### src/rtl/dla_irq_ctrl_if.sv
// Avalon-MM CSR bus between the AFU register master and the DLA interrupt controller.
// Word-addressed, fixed one-cycle read latency, never stalls.
interface dla_irq_ctrl_if;
  logic [3:0]  address;
  logic        read;
  logic        write;
  logic [31:0] writedata;
  logic [31:0] readdata;
  logic        readdatavalid;
  logic        waitrequest;

  modport master (
    output address, read, write, writedata,
    input  readdata, readdatavalid, waitrequest
  );

  modport slave (
    input  address, read, write, writedata,
    output readdata, readdatavalid, waitrequest
  );
endinterface

### src/rtl/dla_irq_ctrl.sv
// DLA interrupt controller: latches event pulses into RW1C status, counts them, and drives
// level IRQ lines that always drop for a cycle after a clear so the write mux sees a new edge.
module dla_irq_ctrl #(
  parameter int NUM_IRQ   = 4,
  parameter int CNT_WIDTH = 16
) (
  input  logic               clk,
  input  logic               reset_n,
  input  logic [NUM_IRQ-1:0] evt,
  output logic [NUM_IRQ-1:0] irq,
  dla_irq_ctrl_if.slave      csr
);

  localparam logic [3:0] ADDR_STATUS = 4'd0;
  localparam logic [3:0] ADDR_ENABLE = 4'd1;
  localparam logic [3:0] ADDR_FORCE  = 4'd2;
  localparam logic [3:0] ADDR_COUNT0 = 4'd4;

  localparam logic [CNT_WIDTH-1:0] CNT_MAX = {CNT_WIDTH{1'b1}};
  localparam logic [CNT_WIDTH-1:0] CNT_ONE = CNT_WIDTH'(1);

  logic [NUM_IRQ-1:0]   status;
  logic [NUM_IRQ-1:0]   enable;
  logic [NUM_IRQ-1:0]   clr_q;
  logic [CNT_WIDTH-1:0] cnt [NUM_IRQ];

  logic                 wr_status;
  logic                 wr_enable;
  logic                 wr_force;
  logic [NUM_IRQ-1:0]   wr_count;
  logic [NUM_IRQ-1:0]   w1c_hit;
  logic [NUM_IRQ-1:0]   force_hit;
  logic [31:0]          rd_mux;

  logic                 unused_wdata;
  assign unused_wdata = ^csr.writedata[31:NUM_IRQ];

  assign csr.waitrequest = 1'b0;

  always_comb begin
    wr_status = csr.write && (csr.address == ADDR_STATUS);
    wr_enable = csr.write && (csr.address == ADDR_ENABLE);
    wr_force  = csr.write && (csr.address == ADDR_FORCE);
    for (int i = 0; i < NUM_IRQ; i++) begin
      wr_count[i] = csr.write && (csr.address == ADDR_COUNT0 + 4'(i));
    end
    w1c_hit   = wr_status ? csr.writedata[NUM_IRQ-1:0] : '0;
    force_hit = wr_force  ? csr.writedata[NUM_IRQ-1:0] : '0;
  end

  // Sets (event or force) take priority over W1C so a coincident event is never dropped.
  always_ff @(posedge clk or negedge reset_n) begin
    if (!reset_n) begin
      status <= '0;
      enable <= '0;
      clr_q  <= '0;
    end else begin
      status <= (status & ~w1c_hit) | evt | force_hit;
      clr_q  <= w1c_hit;
      if (wr_enable) begin
        enable <= csr.writedata[NUM_IRQ-1:0];
      end
    end
  end

  // clr_q holds irq low for one cycle after any clear, guaranteeing a fresh rising edge.
  always_ff @(posedge clk or negedge reset_n) begin
    if (!reset_n) begin
      irq <= '0;
    end else begin
      irq <= status & enable & ~clr_q;
    end
  end

  always_ff @(posedge clk or negedge reset_n) begin
    if (!reset_n) begin
      for (int i = 0; i < NUM_IRQ; i++) begin
        cnt[i] <= '0;
      end
    end else begin
      for (int i = 0; i < NUM_IRQ; i++) begin
        if (wr_count[i]) begin
          cnt[i] <= evt[i] ? CNT_ONE : '0;
        end else if (evt[i] && (cnt[i] != CNT_MAX)) begin
          cnt[i] <= cnt[i] + CNT_ONE;
        end
      end
    end
  end

  always_comb begin
    rd_mux = '0;
    case (csr.address)
      ADDR_STATUS: rd_mux[NUM_IRQ-1:0] = status;
      ADDR_ENABLE: rd_mux[NUM_IRQ-1:0] = enable;
      4'd4, 4'd5, 4'd6, 4'd7: rd_mux = 32'(cnt[csr.address[1:0]]);
      default: rd_mux = '0;
    endcase
  end

  // Read data is sampled from pre-edge state, so a same-cycle write is not visible.
  always_ff @(posedge clk or negedge reset_n) begin
    if (!reset_n) begin
      csr.readdata      <= '0;
      csr.readdatavalid <= 1'b0;
    end else begin
      csr.readdatavalid <= csr.read;
      if (csr.read) begin
        csr.readdata <= rd_mux;
      end
    end
  end

endmodule

### src/flat_wrapper.sv
// flat-port wrapper written by rule: the top's interface ports become plain ports
module dla_irq_ctrl_flat 
#(
  parameter int NUM_IRQ   = 4,
  parameter int CNT_WIDTH = 16
)
  (clk, reset_n, evt, irq, csr_address, csr_read, csr_write, csr_writedata, csr_readdata, csr_readdatavalid, csr_waitrequest);
  dla_irq_ctrl_if csr_i ();
  input  logic clk;
  input  logic reset_n;
  input  logic [NUM_IRQ-1:0] evt;
  output logic [NUM_IRQ-1:0] irq;
  input wire logic [$bits(csr_i.address)-1:0] csr_address;
  input wire logic [$bits(csr_i.read)-1:0] csr_read;
  input wire logic [$bits(csr_i.write)-1:0] csr_write;
  input wire logic [$bits(csr_i.writedata)-1:0] csr_writedata;
  output wire logic [$bits(csr_i.readdata)-1:0] csr_readdata;
  output wire logic [$bits(csr_i.readdatavalid)-1:0] csr_readdatavalid;
  output wire logic [$bits(csr_i.waitrequest)-1:0] csr_waitrequest;
  assign csr_i.address = csr_address;
  assign csr_i.read = csr_read;
  assign csr_i.write = csr_write;
  assign csr_i.writedata = csr_writedata;
  assign csr_readdata = csr_i.readdata;
  assign csr_readdatavalid = csr_i.readdatavalid;
  assign csr_waitrequest = csr_i.waitrequest;
  dla_irq_ctrl #(.NUM_IRQ(NUM_IRQ), .CNT_WIDTH(CNT_WIDTH)) u_core (.clk(clk), .reset_n(reset_n), .evt(evt), .irq(irq), .csr(csr_i));
endmodule
### config.mk
export PLATFORM = sky130hd
export DESIGN_NAME = dla_irq_ctrl_flat
export DESIGN_NICKNAME = d
export VERILOG_FILES = /design/src/rtl/dla_irq_ctrl_if.sv /design/src/rtl/dla_irq_ctrl.sv /design/src/flat_wrapper.sv
export SDC_FILE = /design/constraint.sdc
export NUM_CORES = 1
export LEC_CHECK = 0
export ABC_CLOCK_PERIOD_IN_PS = 2400
export BUFFER_PORTS_ARGS = -buffer_cell sky130_fd_sc_hd__buf_2
export CORE_MARGIN = 5
export CORE_UTILIZATION = 40
export CTS_BUF_LIST = sky130_fd_sc_hd__clkbuf_8
export DETAILED_ROUTE_END_ITERATION = 10
export GPL_ROUTABILITY_DRIVEN = 0
export RECOVER_POWER = 100
export SETUP_SLACK_MARGIN = 0.02
export SYNTH_ARGS = -nofsm -noshare
export SYNTH_HDL_FRONTEND = slang
export SYNTH_SLANG_ARGS = --single-unit
### constraint.sdc
create_clock -name clk -period 2.4 [get_ports clk]
set_clock_uncertainty 0.05 [all_clocks]
set_input_delay 0.24 -clock clk [delete_from_list [all_inputs] [get_ports clk]]
set_output_delay 0.24 -clock clk [all_outputs]
set_load 0.01 [all_outputs]
==> results_dict.tcl <==
set metrics [dict create \
    swShare_pct 30.6 \
    synth_area_per_cell_um2 9.95 \
    synthFlopType "dfrtp_1" \
    slew_headroom_pct 14.7 \
    finalHoldViolCount 0 \
    cp_max_fo 6 \
    drive_gt1_share_pct 11.5 \
    clkPwrFrac_pct 28.6 \
    cp_slowest_stage_delay_ps 660 \
    fin_crit_sh_pct 86.3 \
    post-route-min-period_ps 2070 \
    use_met2_pct 26.4 \
    hold_ws_ps 43.3 \
    drt-total-wl_um 12500 \
    p_per_area_mw_per_mm2 669 \
    net-switching-power_mw 1.20 \
    cts_tree "built" \
    areaGrowthSynthToFinish_pct 9.11 \
    nFillCells 1320 \
    dp.cells 740 \
    crit_slowest_cell "or4_1" \
    final_cell_area_mm2 0.00583 \
    grt_util_met1_pct 22.4 \
    synth_edf_count 0 \
    crit_chain "nand3_1 -> or4_1 -> o211ai_2 -> xor2_1 -> nor2_1" \
    pwr-share-seq_pct 54.6 \
    internal-power_mw 2.71 \
    finalNetCount 624 \
    ir_drop_uv 280 \
    ioPinCount 82 \
    die_w_um 126 \
    start_util_pct 40.5 \
    grt-ovfl-total 0 \
    outcome "complete, no violations" \
    yosys.cell_types.count 61 \
    grt_busiest_layer "met2" \
    synthCells 537 \
    clk_pin_slew_ps 90 \
    final_cells 757 \
    cts_max_level 3 \
    syn_area_mm2 0.00535 \
    leakage_nw 2.40 \
    grt_pass1_vias 4131 \
    antenna_cells 0 \
    dieArea_mm2 0.0158 \
    async_flop_share_pct 100 \
    grt_pass1_wl_um 20900 \
    comb_power_share_pct 16.8 \
    arrival_ps 2280 \
    gr-usage-met3_pct 2.73 \
    cts_resized 0 \
    maxCapViolations 0 \
    tightest_slew_ps 1280 \
    grt_start_max_net_pins 50 \
    crit_path_end "u_core.cnt[51]" \
    rsz0062_at_grt "no" \
    clk_latency_ps 380 \
    vias_per_cell 5.40 \
    cts_made_buffers 9 \
    io_buffer_count 36 \
    yosysSeqAreaShare_pct 45.4 \
    cts.hold.buffers_added 1 \
    critPathCaptureType "register" \
    dr.pass1.iters 4 \
    wl_per_cell_um 16.5 \
    max_freq_ghz 0.483 \
    placed_cell_area_mm2 0.00570 \
    clock-root-buffer "clkbuf_8" \
    r2r-end "u_core.cnt[51]" \
    setup_violations 0 \
    multi_input_area_mm2 0.00264 \
    reg2reg_setup_slack_ps 330 \
    post-dp-hpwl_um 9140 \
    postCtsSetupBuffers 0 \
    critPathLaunchType "register" \
    drc_errors 0 \
    maxSlewViolCount 0 \
    vias 4085 \
    antenna_found_initial 0 \
    coreArea_mm2 0.0132 \
    cp-startpoint "u_core.cnt[57]" \
    grt_usage_pct 16.6 \
    r2r-start "u_core.cnt[57]" \
    drt_iter0_drc 272 \
    fin_setup_tns_ps 0 \
    rows 42 \
    regArea_mm2 0.00243 \
    path_class "reg2reg" \
    min_path_type "in2reg" \
    die_y_um 126 \
    worst-r2r-cell-count 5 \
    cts.sinks 97 \
    final_antenna_net_count 0 \
    required_ps 2610 \
    yosys_register_bits 97 \
    clockBufferDepth 2 \
    post-route-util_pct 44.2 \
    yosysWarningCount 0 \
]
==> how the worst min path moves through the flow <==
| stage | cells past startpoint | start | to |
|---|---|---|---|
| floorplan | 0 | reset_n | u_core.clr_q[0] |
| global placement | 1 | reset_n | u_core.irq[1] |
| detailed placement | 1 | reset_n | u_core.clr_q[1] |
| CTS | 3 | csr_writedata[1] | u_core.clr_q[1] |
| global route | 3 | csr_writedata[2] | u_core.clr_q[2] |
| finish | 3 | csr_writedata[1] | u_core.clr_q[1] |
==> cells in the final DEF (no fill, tap or decap), types with 7 or more instances in the layout <==
master / count
and4_1: 8
o21ai_0: 20
a21oi_1: 24
mux4_2: 16
nor2_1: 66
dfrtp_1: 97
or3_1: 9
xor2_1: 13
nor3_1: 15
buf_4: 8
conb_1: 17
inv_1: 23
nand4_1: 15
nand2_1: 37
mux2i_1: 7
nor4_1: 9
clkbuf_1: 26
xnor2_1: 31
nand3_1: 32
and3_1: 7
buf_2: 13
clkbuf_8: 12
==> critical path, delay by kind of cell (launching register included) <==
family	cells	cell delay (ps)
compound gates	1	310
xor+xnor	1	190
flops	1	470
simple gates	3	940
==> logic make-up after synthesis <==
kind of cell,share of synthesized area [%]
AOI/OAI and AO/OA,9.27
buffers and inverters,5.57
other,0.0702
xor gates and xnor gates,7.21
and+or+nand+nor,22.6
adders and majority gates,0.936
DFF,45.4
muxes,8.90
==> cells in the mapped netlist (13+ instances only) <==
cell type	count	share of area, %
buf_4	17	2.4
xor2_1	13	2.1
nand2_1	37	2.6
o21ai_0	20	1.9
a21oi_1	24	2.2
nand3_1	31	2.9
inv_1	21	1.5
xnor2_1	31	5.1
nor3_1	14	1.3
mux4_2	16	6.7
nand4_1	15	1.8
nor2_1	66	4.6
dfrtp_1	97	45
==> power by group through the flow <==
stage               registers, mW  logic (mW)  clock network [mW]
CTS                          2.11       0.679                1.16
global route                 2.15       0.746                1.22
global placement             2.13       0.650                   0
floorplan                    2.05       0.517                   0
finish                       2.13       0.656                1.12
detailed placement           2.15       0.672                   0
==> state kept, by name, indices dropped and copies added, names as in the netlist <==
| name | flops |
|---|---|
| u_core.clr_q | 4 |
| u_core.cnt | 64 |
| u_core.csr.readdata | 16 |
| u_core.csr.readdatavalid | 1 |
| u_core.enable | 4 |
| u_core.irq | 4 |
| u_core.status | 4 |
==> layer usage <==
metal  up-vias  wire length [µm]
met1      2013              5710
li1       1964                 -
met2        91              5880
met5         -                 0
met3        17               631
met4         0               261
==> final cells by class <==
type	count	area share [%]
multi-input cells	397	45.3
inverters	21	1.35
flip-flops and latches	97	41.6
repair buffers	50	4.42
well taps	176	3.78
clock buffers	12	2.83
clock inverters	4	0.729
==> per-stage QoR <==
step                setup WS, ps  power, mW
global route                 173       4.12
detailed placement           445       2.82
finish                       329       3.90
global placement             448       2.78
CTS                          447       3.96
floorplan                    659       2.56
Power figures use the tool's default switching activity.
